$ cat src/rtl/bus_config_ctrl.sv
// bus_config_ctrl: push-button/switch driven configuration sequencer for a set of bus masters.
// Define CFG_DEBOUNCE_EN to add a stable-level filter (DEBOUNCE_CYCLES) behind the button synchronisers.
module bus_config_ctrl #(
  parameter int MASTER_COUNT    = 2,
  parameter int SLAVE_SEL_W     = 2,
  parameter int ADDR_WIDTH      = 12,
  parameter int DATA_WIDTH      = 16,
  parameter int MAX_WRITE_DEPTH = 16,
  parameter int SW_WIDTH        = 18,
  parameter int DEBOUNCE_CYCLES = 500000,
  localparam int MI_W = (MASTER_COUNT > 1) ? $clog2(MASTER_COUNT) : 1,
  localparam int WA_W = $clog2(MAX_WRITE_DEPTH)
) (
  input  logic                                  clk,
  input  logic                                  rst,
  input  logic                                  jump_stateN,
  input  logic                                  jump_next_addrN,
  input  logic [SW_WIDTH-1:0]                   SW,
  output logic [MASTER_COUNT*SLAVE_SEL_W-1:0]   master_slave_sel,
  output logic [MASTER_COUNT-1:0]               master_rw,
  output logic [MASTER_COUNT-1:0]               master_ext_wr,
  output logic [MASTER_COUNT*ADDR_WIDTH-1:0]    start_addr,
  output logic [MASTER_COUNT*ADDR_WIDTH-1:0]    end_addr,
  output logic                                  ext_wr_valid,
  output logic [MI_W-1:0]                       ext_wr_master,
  output logic [WA_W-1:0]                       ext_wr_addr,
  output logic [DATA_WIDTH-1:0]                 ext_wr_data,
  output logic [2:0]                            cfg_state,
  output logic                                  cfg_ready,
  output logic                                  cfg_err,
  output logic                                  com_start
);

  if ((MASTER_COUNT * SLAVE_SEL_W > SW_WIDTH) || (ADDR_WIDTH > SW_WIDTH) ||
      (DATA_WIDTH > SW_WIDTH)) begin : g_param_check
    $error("bus_config_ctrl: a configuration field is wider than SW_WIDTH");
  end

  typedef enum logic [2:0] {
    ST_SLAVE_SEL  = 3'd0,
    ST_RW_SEL     = 3'd1,
    ST_EXT_SEL    = 3'd2,
    ST_EXT_WRITE  = 3'd3,
    ST_START_ADDR = 3'd4,
    ST_END_ADDR   = 3'd5,
    ST_READY      = 3'd6
  } state_e;

  // bit 0 = state button, bit 1 = next-address button; buttons idle high
  logic [1:0] btn_raw_s, sync1_r, sync2_r, press_r;
  logic       state_press_s, next_press_s;
  logic       sw_unused_s;

  assign btn_raw_s     = {jump_next_addrN, jump_stateN};
  assign state_press_s = press_r[0];
  assign next_press_s  = press_r[1] & ~press_r[0];
  assign sw_unused_s   = ^SW;

  // two-flop synchroniser for the raw buttons
  always_ff @(posedge clk) begin
    if (rst) begin
      sync1_r <= 2'b11;
      sync2_r <= 2'b11;
    end else begin
      sync1_r <= btn_raw_s;
      sync2_r <= sync1_r;
    end
  end

`ifdef CFG_DEBOUNCE_EN
  localparam int DB_W = $clog2(DEBOUNCE_CYCLES + 1);
  logic [1:0]      level_r;
  logic [DB_W-1:0] db_cnt_r [2];

  // accept a new level after it has been stable for DEBOUNCE_CYCLES samples; pulse on 1->0
  always_ff @(posedge clk) begin
    if (rst) begin
      level_r <= 2'b11;
      press_r <= 2'b00;
      for (int b = 0; b < 2; b++) db_cnt_r[b] <= '0;
    end else begin
      for (int b = 0; b < 2; b++) begin
        if (sync2_r[b] == level_r[b]) begin
          db_cnt_r[b] <= '0;
          press_r[b]  <= 1'b0;
        end else if (db_cnt_r[b] == DB_W'(DEBOUNCE_CYCLES - 1)) begin
          db_cnt_r[b] <= '0;
          level_r[b]  <= sync2_r[b];
          press_r[b]  <= level_r[b];
        end else begin
          db_cnt_r[b] <= db_cnt_r[b] + DB_W'(1);
          press_r[b]  <= 1'b0;
        end
      end
    end
  end
`else
  logic [1:0] prev_r;

  // falling-edge detect on the synchronised buttons
  always_ff @(posedge clk) begin
    if (rst) begin
      prev_r  <= 2'b11;
      press_r <= 2'b00;
    end else begin
      prev_r  <= sync2_r;
      press_r <= prev_r & ~sync2_r;
    end
  end
`endif

  state_e                              state_r, state_s;
  logic [MI_W-1:0]                     idx_r, idx_s, first_idx_s, next_idx_s;
  logic [WA_W-1:0]                     waddr_r, waddr_s;
  logic                                first_s, next_found_s;
  logic [MASTER_COUNT*SLAVE_SEL_W-1:0] sel_s;
  logic [MASTER_COUNT-1:0]             rw_s, ext_s;
  logic [MASTER_COUNT*ADDR_WIDTH-1:0]  start_s, end_s;
  logic                                wr_valid_s, ready_s, err_s, com_start_s;
  logic [MI_W-1:0]                     wr_master_s;
  logic [WA_W-1:0]                     wr_addr_s;
  logic [DATA_WIDTH-1:0]               wr_data_s;

  // next-state and next-output logic
  always_comb begin
    state_s      = state_r;
    idx_s        = idx_r;
    waddr_s      = waddr_r;
    sel_s        = master_slave_sel;
    rw_s         = master_rw;
    ext_s        = master_ext_wr;
    start_s      = start_addr;
    end_s        = end_addr;
    wr_valid_s   = 1'b0;
    wr_master_s  = ext_wr_master;
    wr_addr_s    = ext_wr_addr;
    wr_data_s    = ext_wr_data;
    ready_s      = cfg_ready;
    err_s        = cfg_err;
    com_start_s  = 1'b0;
    first_s      = 1'b0;
    first_idx_s  = '0;
    next_found_s = 1'b0;
    next_idx_s   = '0;

    // descending scan leaves the lowest qualifying master selected
    for (int i = MASTER_COUNT - 1; i >= 0; i--) begin
      if (SW[i]) begin
        first_s     = 1'b1;
        first_idx_s = MI_W'(i);
      end else begin
      end
      if (master_ext_wr[i] && (i > int'(idx_r))) begin
        next_found_s = 1'b1;
        next_idx_s   = MI_W'(i);
      end else begin
      end
    end

    case (state_r)
      ST_SLAVE_SEL: begin
        if (state_press_s) begin
          sel_s   = SW[MASTER_COUNT*SLAVE_SEL_W-1:0];
          state_s = ST_RW_SEL;
        end else begin
        end
      end
      ST_RW_SEL: begin
        if (state_press_s) begin
          rw_s    = SW[MASTER_COUNT-1:0];
          state_s = ST_EXT_SEL;
        end else begin
        end
      end
      ST_EXT_SEL: begin
        if (state_press_s) begin
          ext_s   = SW[MASTER_COUNT-1:0];
          waddr_s = '0;
          idx_s   = first_s ? first_idx_s : '0;
          state_s = first_s ? ST_EXT_WRITE : ST_START_ADDR;
        end else begin
        end
      end
      ST_EXT_WRITE: begin
        if (state_press_s || next_press_s) begin
          wr_valid_s  = 1'b1;
          wr_master_s = idx_r;
          wr_addr_s   = waddr_r;
          wr_data_s   = SW[DATA_WIDTH-1:0];
        end else begin
        end
        if (state_press_s) begin
          waddr_s = '0;
          idx_s   = next_found_s ? next_idx_s : '0;
          state_s = next_found_s ? ST_EXT_WRITE : ST_START_ADDR;
        end else if (next_press_s) begin
          waddr_s = (waddr_r == WA_W'(MAX_WRITE_DEPTH - 1)) ? waddr_r : waddr_r + WA_W'(1);
        end else begin
        end
      end
      ST_START_ADDR: begin
        if (state_press_s) begin
          start_s[int'(idx_r)*ADDR_WIDTH +: ADDR_WIDTH] = SW[ADDR_WIDTH-1:0];
          if (idx_r == MI_W'(MASTER_COUNT - 1)) begin
            idx_s   = '0;
            state_s = ST_END_ADDR;
          end else begin
            idx_s = idx_r + MI_W'(1);
          end
        end else begin
        end
      end
      ST_END_ADDR: begin
        if (state_press_s) begin
          // an end below the start is clamped to the start and flagged
          if (SW[ADDR_WIDTH-1:0] < start_addr[int'(idx_r)*ADDR_WIDTH +: ADDR_WIDTH]) begin
            end_s[int'(idx_r)*ADDR_WIDTH +: ADDR_WIDTH] = start_addr[int'(idx_r)*ADDR_WIDTH +: ADDR_WIDTH];
            err_s = 1'b1;
          end else begin
            end_s[int'(idx_r)*ADDR_WIDTH +: ADDR_WIDTH] = SW[ADDR_WIDTH-1:0];
          end
          if (idx_r == MI_W'(MASTER_COUNT - 1)) begin
            idx_s   = '0;
            ready_s = 1'b1;
            state_s = ST_READY;
          end else begin
            idx_s = idx_r + MI_W'(1);
          end
        end else begin
        end
      end
      ST_READY: begin
        com_start_s = state_press_s;
      end
      default: begin
        state_s = ST_SLAVE_SEL;
      end
    endcase
  end

  // state, index and output registers
  always_ff @(posedge clk) begin
    if (rst) begin
      state_r          <= ST_SLAVE_SEL;
      idx_r            <= '0;
      waddr_r          <= '0;
      master_slave_sel <= '0;
      master_rw        <= '0;
      master_ext_wr    <= '0;
      start_addr       <= '0;
      end_addr         <= '0;
      ext_wr_valid     <= 1'b0;
      ext_wr_master    <= '0;
      ext_wr_addr      <= '0;
      ext_wr_data      <= '0;
      cfg_ready        <= 1'b0;
      cfg_err          <= 1'b0;
      com_start        <= 1'b0;
    end else begin
      state_r          <= state_s;
      idx_r            <= idx_s;
      waddr_r          <= waddr_s;
      master_slave_sel <= sel_s;
      master_rw        <= rw_s;
      master_ext_wr    <= ext_s;
      start_addr       <= start_s;
      end_addr         <= end_s;
      ext_wr_valid     <= wr_valid_s;
      ext_wr_master    <= wr_master_s;
      ext_wr_addr      <= wr_addr_s;
      ext_wr_data      <= wr_data_s;
      cfg_ready        <= ready_s;
      cfg_err          <= err_s;
      com_start        <= com_start_s;
    end
  end

  assign cfg_state = state_r;

endmodule

$ cat config.mk
export PLATFORM = sky130hd
export DESIGN_NAME = bus_config_ctrl
export DESIGN_NICKNAME = d
export VERILOG_FILES = /design/src/rtl/bus_config_ctrl.sv
export SDC_FILE = /design/constraint.sdc
export NUM_CORES = 1
export LEC_CHECK = 0
export CAP_MARGIN = 25
export CORE_MARGIN = 5
export CORE_UTILIZATION = 53
export CTS_CLUSTER_SIZE = 28
export DETAILED_ROUTE_END_ITERATION = 12
export MAX_ROUTING_LAYER = met4
export PLACE_DENSITY = 0.85
export SLEW_MARGIN = 20
export SYNTH_ARGS = -nofsm -noshare
export SYNTH_HDL_FRONTEND = slang
export SYNTH_SLANG_ARGS = --single-unit
$ cat constraint.sdc
create_clock -name clk -period 7.77 [get_ports clk]
set_input_delay 1.554 -clock clk [delete_from_list [all_inputs] [get_ports clk]]
set_output_delay 1.554 -clock clk [all_outputs]
set_load 0.02 [all_outputs]
==> run metrics, run 1 <==
status complete, no violations; CP bufs+invs 1; core footprint about 7700 µm²; Die Wd approximately 99 µm; row cnt 32; final worst-path cycle share between 50% and 60%; buffers added on ports between 100 and 150; Worst setup EP type flip-flop; Worst path slowest cell a21oi_1; post-cts resize count 0; crit-path cells clkdlybuf4s50_1, ha_1, and4_1, nand4_1, a21oi_1, o21ai_0, a311oi_1; hold worst-path end press_r[0]; remaining global-route overflow 0; Worst R2R Path Depth 8; crit-path leading delay family compound AO/OA/AOI/OAI gates; Synth top area share a little under half; RSZ-0062 raised after global routing false; Reg-to-Reg End end_addr[10]; clock latency on the worst-skew pair 360 ps; met3 GRT Util under 10%; fmax 0.250 GHz; DRT antenna net count 0; DRT iter0 DRCs around 150; crit path time final roughly 4000 ps; DR pass1 iterations 6; power density cells approximately 160 nW/µm²; Lkg Pwr between 1.5 and 2 nW; Post-synth EDFFs 0; CTS Buf Count 9; Layout area overhead 29.6%; Mapped Nets 496; post-synthesis sequential area ratio 46.7%; Comb pwr share under 10%; vias per cell between 5 and 6; Area contributors post-synth dfxtp_1, mux2i_1, nor2_1; gr busiest metal met2; Psw around 220 µW; CP max FO 12; first-pass GRT wire length 18,900 µm; full die area between 9000 and 10,000 µm²; hold slack 417 ps; syn_area_per_cell roughly 9 µm²; met2 Track Usage GR approximately 40%; # clock sinks a little under 100; CTS root buf clkbuf_8; Setup TNS Final 0 ps; dpl hpwl 8010 µm; Chip Height 98.6 µm; count of cell types in the netlist 46; critical path class in -> reg; Post-synth top cells dfxtp_1, nor2_1, nand2_1; Critical Path RT between 8000 and 9000 ps; WL/cell approximately 18 µm; cell depth of the worst hold path 2; # IOs approximately 110; #FFs+latches synth 97; data arrival time of the critical path 4260 ps; Fill cells between 500 and 600; GR Util All Layers about a quarter; Initial Util between 50% and 60%; vias in the first global route 3,717; Slew headroom a little under two fifths; top-count cell post-synth dfxtp_1; Gate Count Post-Synth roughly 460; setup slack, reg-to-reg approximately 4600 ps; Mapped Area approximately 4200 µm²; Pwr Total ~860 µW; Max Cap Viol 0; Synth Flop Type dfxtp_1; P_int approximately 640 µW; clock tree buffer depth 2; Vias about 3,800; Post-synth ARST share 0%; worst reg2reg path startpoint idx_r; worst clock skew 12.1 ps; Worst path max stage delay about 680 ps; Setup-failing EPs final 0; postcts setup bufs 0; HP Start prev_r[0]; sw frac between 20% and 30%; initial antenna violation count 0; layout cells sized above 1 between 6 and 7%; Core Util, Final a little over two thirds; # H-tree levels 3; Slew @ Worst Pin between 900 and 1000 ps; Worst-path clk slew about 90 ps; endpoints failing hold 0; DRC viols 0; hold buffers post-CTS 0; Sequential Power Share a little under 60%; Final Max Slew Viols 0; Peak supply drop 0.000107 V; Clk pwr share about a third; routability cong. 0.904; M1 GR Usage between 20% and 30%; CP Launch Type primary input; Routed WL 11,600 µm; Worst Hold Class reg -> reg; largest net degree at the start of global routing 96; Synth area leader dfxtp_1; Nets 580; Ys Warns 0; CTS tree built; antenna cells 0
layout make-up:
class	instances	area, µm²	share of cell area [%]
multi-input cells	327	2070	38.4
flip-flops and latches	97	1940	36.0
repair buffers	108	1070	19.8
clock buffers	10	128	2.37
well taps	102	128	2.37
clock inverters	6	43.8	0.813
inverters	3	11.3	0.209
layer usage:
metal	share of wire [%]	up-vias	routed length [µm]
met5	0	-	0
met4	2.3	0	266
met3	6.7	20	783
met2	50	151	5780
met1	41	1829	4800
li1	-	1814	-
logic make-up after synthesis:
group | after synthesis | synth area share (%)
AND/OR/NAND/NOR | 178 | 20.7
flip-flops | 97 | 46.7
AO/OA/AOI/OAI | 93 | 14.6
multiplexers | 44 | 10.6
buffers and inverters | 38 | 3.76
adder cells (fa/ha/maj) | 12 | 3.61
state kept, by name, indices dropped and copies added (netlist names), 3 cells and up:
signal and flops:
start_addr 24, end_addr 24, ext_wr_data 16, ext_wr_addr 4, cfg_state 3, waddr_r 4
master_slave_sel 4
through the flow:
stage / setup slack, ps / instances / area (µm²)
after floorplan: 4580 / 462 / 4160
after CTS: 3790 / 653 / 5390
after global placement: 3510 / 636 / 5200
final: 3770 / 653 / 5390
after global routing: 3570 / 653 / 5390
after detailed placement: 3440 / 637 / 5220
power groups by stage:
| stage | clock network (mW) | registers (mW) | logic [mW] |
|---|---|---|---|
| finish | 0.295 | 0.502 | 0.0625 |
| global route | 0.329 | 0.502 | 0.0678 |
| CTS | 0.300 | 0.502 | 0.0621 |
| detailed placement | 0 | 0.513 | 0.0617 |
| global placement | 0 | 0.513 | 0.0607 |
| floorplan | 0 | 0.513 | 0.0378 |
worst max path at each step:
stage                start           end  cells after the start
global placement    SW[11]  end_addr[10]                      7
CTS                 SW[11]  end_addr[10]                      7
detailed placement  SW[11]  end_addr[10]                      7
floorplan            SW[5]  end_addr[23]                      7
finish              SW[11]  end_addr[10]                      7
global route        SW[11]  end_addr[10]                      7
placed cells by master, fill, tap and decap left out, types with 8 or more instances in the layout:
cell,count
mux2i_1,44
nor2_1,65
nand2_1,51
o21ai_0,18
dfxtp_1,97
a311oi_1,22
clkbuf_8,9
nand4_1,26
clkdlybuf4s50_1,102
ha_1,12
or2_2,8
a21oi_1,36
worst register-to-register path, stage by stage (launching register included):
cell and delay (ps):
dfxtp_1 370, buf_4 390, mux2i_1 170, ha_1 330, and4_1 290, nand4_1 180
a21oi_1 680, o21ai_0 320, a311oi_1 310
Power figures use the tool's default switching activity.
==> run 2: changes to the inputs <==
--- a/config.mk
+++ b/config.mk
@@ -7,11 +7,11 @@
 export LEC_CHECK = 0
 export CAP_MARGIN = 25
 export CORE_MARGIN = 5
-export CORE_UTILIZATION = 53
+export CORE_UTILIZATION = 49
 export CTS_CLUSTER_SIZE = 28
 export DETAILED_ROUTE_END_ITERATION = 12
 export MAX_ROUTING_LAYER = met4
-export PLACE_DENSITY = 0.85
+export PLACE_DENSITY = 0.79
 export SLEW_MARGIN = 20
 export SYNTH_ARGS = -nofsm -noshare
 export SYNTH_HDL_FRONTEND = slang
==> constraint.sdc (replaced) <==
create_clock -name clk -period 4.2 [get_ports clk]
set_input_delay 0.84 -clock clk [delete_from_list [all_inputs] [get_ports clk]]
set_output_delay 0.84 -clock clk [all_outputs]
set_load 0.02 [all_outputs]
==> run 2 against run 1 <==
Net effect: final area up 1.1%; combinational power up 81%; clock-buffer cell count is 1 lower; core utilization shrank 4.1 points.
==> run metrics, run 2 (same netlist as run 1, synthesis figures left out) <==
row cnt 33 (+3.1%); endpoints failing hold 0 (unchanged); fmax about 0.33 GHz; Nets 583 (+0.52%); DRT antenna net count 0 (unchanged); Routed WL 11,600 µm (about the same); full die area 10,400 µm² (+7.3%); biggest regs end_addr (24), start_addr (24), ext_wr_data (16); Worst path slowest cell a21oi_4; Layout area overhead 31.0%; routability cong. 0.948 (+5.0%); Die Wd 102 µm (+3.6%); most frequent cells in the layout clkdlybuf4s50_1, dfxtp_1, nor2_1; dpl hpwl 8110 µm (+1.3%); clock latency on the worst-skew pair 360 ps (about the same); DRC viols 0 (unchanged); DR pass1 iterations 5 (-1); vias per cell 5.69 (-2.6%); Slew headroom 35.0% (-2.6 points); first-pass GRT wire length 18,700 µm (-0.81%); WL/cell 17.7 µm (-0.87%); CTS tree built; power density cells 305 nW/µm² (+92%); Lkg Pwr 1.87 nW (+2.0%); commonest non-fill, non-tap cell in the layout clkdlybuf4s50_1; postcts setup bufs 0 (unchanged); vias in the first global route 3,618 (-2.7%); Inst Count DP 642 (+0.78%); Peak supply drop 0.000204 V (+90%); placed standard-cell area 5230 µm² (+0.29%); layout cells sized above 1 7.58% (+0.68 points); status complete, no violations; post-cts resize count 0 (unchanged); Fill cells 681 (+14%); remaining global-route overflow 0 (unchanged); GR Util All Layers 23.4% (-1.1 points); Vias 3,748 (-1.7%); DRT iter0 DRCs 207 (+34%); crit-path cells clkdlybuf4s50_1, ha_1, a21o_1, a221o_1, a21oi_4, nand4_1, a311oi_1; Max Cap Viol 0 (unchanged); critical path class in -> reg; Worst path max stage delay 570 ps (-110 ps); initial antenna violation count 0 (unchanged); Critical Path RT 4470 ps (-3560 ps); antenna cells 0 (unchanged); Chip Height 102 µm (+3.6%); Worst-path clk slew 90 ps (about the same); CTS root buf clkbuf_8; Setup-failing EPs final 0 (unchanged); clock tree buffer depth 2 (unchanged); # clock sinks 97 (unchanged); crit path time final 3070 ps; CTS Buf Count 9 (unchanged); worst clock skew 10.8 ps (-1.32 ps); data arrival time of the critical path 3340 ps (-920 ps); RSZ-0062 raised after global routing false; # H-tree levels 3 (unchanged); buffers added on ports 103 (unchanged); Final Max Slew Viols 0 (unchanged); Worst setup EP type flip-flop; Post-Layout Cell Count 659 (+0.92%); Worst Hold Class reg -> reg; Slew @ Worst Pin 975 ps (+39.1 ps); CP max FO 25 (+13); core footprint 8260 µm² (+7.4%); Initial Util 50.3% (-3.7 points); hold buffers post-CTS 0 (unchanged); largest net degree at the start of global routing 56 (-42%); final worst-path cycle share between 70% and 80%; # IOs 106 (unchanged); CP Launch Type primary input; final instance area 5450 µm² (+1.1%); Setup TNS Final 0 ps (unchanged)
==> run 2: through the flow <==
stage	hold slack [ps]	setup slack (ps)	power, mW	util [%]
after global placement	398	813	1.06	63.3
final	415	1130	1.66	65.9
after detailed placement	399	755	1.07	63.3
after global routing	432	857	1.72	65.9
after floorplan	389	1230	1.02	-
after CTS	422	1130	1.67	65.8
==> run 2: worst max-delay path: cells and delay by family <==
| family | cells | cell delay [ps] |
|---|---|---|
| AO/OA/AOI/OAI | 4 | 1410 |
| buffers and inverters | 1 | 510 |
| adder cells (fa/ha/maj) | 1 | 350 |
| AND/OR/NAND/NOR | 1 | 210 |
==> run 2: final cells by class <==
type                            count  area [µm²]  area share [%]
Multi-Input combinational cell    327        2070            38.0
Sequential cell                    97        1940            35.7
Timing Repair Buffer              111        1090            20.1
Tap cell                          105         131            2.41
Clock buffer                        9         124            2.27
Clock inverter                      7        76.3            1.40
Inverter                            3        11.3           0.207
==> run 2: final timing paths <==
kind / from / to / slack, ps / cells after the start
worst max register to register: idx_r / end_addr[14] / 1130 / 7
worst max-delay path: SW[5] / end_addr[14] / 1130 / 7
worst min-delay path: prev_r[0] / press_r[0] / 420 / 2
worst min register to register: prev_r[0] / press_r[0] / 420 / 2
==> run 2: metal layers <==
metal / global-route usage [%] / routed length (µm)
met4: 6.76 / 236
met1: 28.6 / 4970
met5: - / 0
met2: 38.3 / 5690
met3: 6.01 / 743
==> run 2: where the power goes <==
group          internal (mW)  switching, mW  total (mW)
logic                 0.0433         0.0693       0.113
clock network          0.280          0.338       0.617
registers              0.924        0.00971       0.934
total                   1.25          0.416        1.66
==> run 3: changes to the inputs <==
--- a/config.mk
+++ b/config.mk
@@ -7,11 +7,11 @@
 export LEC_CHECK = 0
 export CAP_MARGIN = 25
 export CORE_MARGIN = 5
-export CORE_UTILIZATION = 49
+export CORE_UTILIZATION = 44
 export CTS_CLUSTER_SIZE = 28
 export DETAILED_ROUTE_END_ITERATION = 12
 export MAX_ROUTING_LAYER = met4
-export PLACE_DENSITY = 0.79
+export PLACE_DENSITY = 0.75
 export SLEW_MARGIN = 20
 export SYNTH_ARGS = -nofsm -noshare
 export SYNTH_HDL_FRONTEND = slang
==> constraint.sdc (replaced) <==
create_clock -name clk -period 2.6 [get_ports clk]
set_input_delay 0.52 -clock clk [delete_from_list [all_inputs] [get_ports clk]]
set_output_delay 0.52 -clock clk [all_outputs]
set_load 0.02 [all_outputs]
==> run 3 against run 2 <==
Net effect: core utilization decreased by 4.8 points; worst hold slack about the same; via count increased by 2.0%; routed wire length decreased by 0.37%; sequential power increased by 61%; global-route usage decreased by 2.4 points; register-to-register slack got worse by 970 ps; die area increased by 10%; clock power increased by 51%.
==> run metrics, run 3 (same netlist as run 1, synthesis figures left out) <==
Vias 3,822 (+2.0%); vias per cell 5.44 (-4.4%); power density cells 470 nW/µm² (+54%); DRT iter0 DRCs 205 (-0.97%); final worst-path cycle share between 90% and 100%; met3 wire length 792 µm (+6.6%); clock latency on the worst-skew pair 370 ps (about the same); initial antenna violation count 0 (unchanged); hold slack 416 ps (+0.101 ps); most frequent cells in the layout clkdlybuf4s50_1, dfxtp_1, nor2_1; Layout area overhead 35.8%; Setup-failing EPs final 0 (unchanged); row cnt 35 (+6.1%); DRC viols 0 (unchanged); DR top layer met4; data arrival time of the critical path 2670 ps (-670 ps); commonest non-fill, non-tap cell in the layout clkdlybuf4s50_1; endpoints failing hold 0 (unchanged); routability cong. 0.866 (-8.7%); Nets 603 (+3.4%); Pwr Total 2.66 mW (+60%); Fill cells 795 (+17%); dpl hpwl 8530 µm (+5.2%); Lkg Pwr 1.97 nW (+5.7%); GR Util All Layers 21.1% (-2.4 points); HP Start prev_r[1]; DR pass1 iterations 5 (unchanged); Max Cap Viol 0 (unchanged); CTS tree built; full die area 11,500 µm² (+10%); Worst R2R Path Depth 7 (unchanged); Worst-path clk slew 100 ps (about the same); cell depth of the worst hold path 2 (unchanged); # H-tree levels 3 (unchanged); critical path class in -> reg; Slew headroom 46.6% (+12 points); Routed WL 11,600 µm (-0.37%); Die Wd 107 µm (+5.0%); layout cells sized above 1 11.0% (+3.4 points); biggest regs end_addr (24), start_addr (24), ext_wr_data (16); CP Launch Type primary input; status complete, no violations; RSZ-0062 raised after global routing false; antenna cells 0 (unchanged); remaining global-route overflow 0 (unchanged); DRT antenna net count 0 (unchanged); Critical Path RT 2810 ps (-1660 ps); crit path from SW[5]; crit path time final ~2500 ps; worst clock skew 13.3 ps (+2.52 ps); Peak supply drop 0.000298 V (+46%); Worst setup EP type flip-flop; # clock sinks 97 (unchanged); met2 WL 5130 µm (-9.9%); core footprint 9240 µm² (+12%); largest net degree at the start of global routing 43 (-23%); clock tree buffer depth 2 (unchanged); postcts setup bufs 0 (unchanged); Setup TNS Final 0 ps (unchanged); WL/cell 16.5 µm (-6.6%); Final Max Slew Viols 0 (unchanged); vias in the first global route 3,677 (+1.6%); first-pass GRT wire length 19,000 µm (+1.7%); CTS Buf Count 9 (unchanged); CTS root buf clkbuf_8; Worst Hold Class reg -> reg; Slew @ Worst Pin 795 ps (-180 ps); buffers added on ports 103 (unchanged); fmax 0.406 GHz; Initial Util 45.0% (-5.4 points); worst reg2reg path startpoint idx_r; # IOs 106 (unchanged); hold buffers post-CTS 0 (unchanged); Chip Height 107 µm (+5.0%); CP max FO 12 (-52%); met1 wire length 5430 µm (+9.3%); Core Util, Final 61.1% (-4.8 points)
## run 3: routing by layer
| metal | GRT usage, % | vias to the layer above |
|---|---|---|
| met4 | 8.58 | 0 |
| met5 | - | - |
| li1 | - | 1865 |
| met3 | 4.15 | 20 |
| met2 | 30.0 | 144 |
| met1 | 29.2 | 1793 |
## run 3: worst paths after layout
kind / endpoint / slack [ps]
min: press_r[1] / 420
min reg2reg: press_r[1] / 420
max reg2reg: end_addr[15] / 160
max: end_addr[15] / 140
## run 3: power breakdown
group / total (mW) / switching (mW) / internal (mW)
clock: 0.933 / 0.568 / 0.365
sequential: 1.50 / 0.00978 / 1.49
combinational: 0.221 / 0.124 / 0.0975
## run 3: critical path, stage by stage
cell and delay (ps):
clkdlybuf4s50_1 450, ha_1 330, a21o_1 180, a221o_1 370, a21o_1 310, o21ai_0 360, a311oi_1 150
## run 3: cell type report
| type | count | area, µm² | share of cell area (%) |
|---|---|---|---|
| Tap cell | 129 | 161 | 2.86 |
| Clock inverter | 7 | 58.8 | 1.04 |
| Timing Repair Buffer | 131 | 1270 | 22.6 |
| Clock buffer | 9 | 124 | 2.19 |
| Multi-Input combinational cell | 327 | 2070 | 36.7 |
| Sequential cell | 97 | 1940 | 34.4 |
| Inverter | 3 | 11.3 | 0.199 |
## run 3: metrics by stage
| stage | area, µm² | setup WS, ps | cells |
|---|---|---|---|
| final | 5650 | 137 | 703 |
| after global routing | 5650 | 37.9 | 703 |
| after CTS | 5640 | 54.8 | 703 |
| after detailed placement | 5460 | -190 | 687 |
| after global placement | 5460 | -114 | 687 |
| after floorplan | 4170 | 10.6 | 462 |
## run 3: repair_timing
action                     4_1_cts  5_1_grt
hold endpoints to repair         0        0
resized for setup                0        2
setup endpoints to repair        0       23
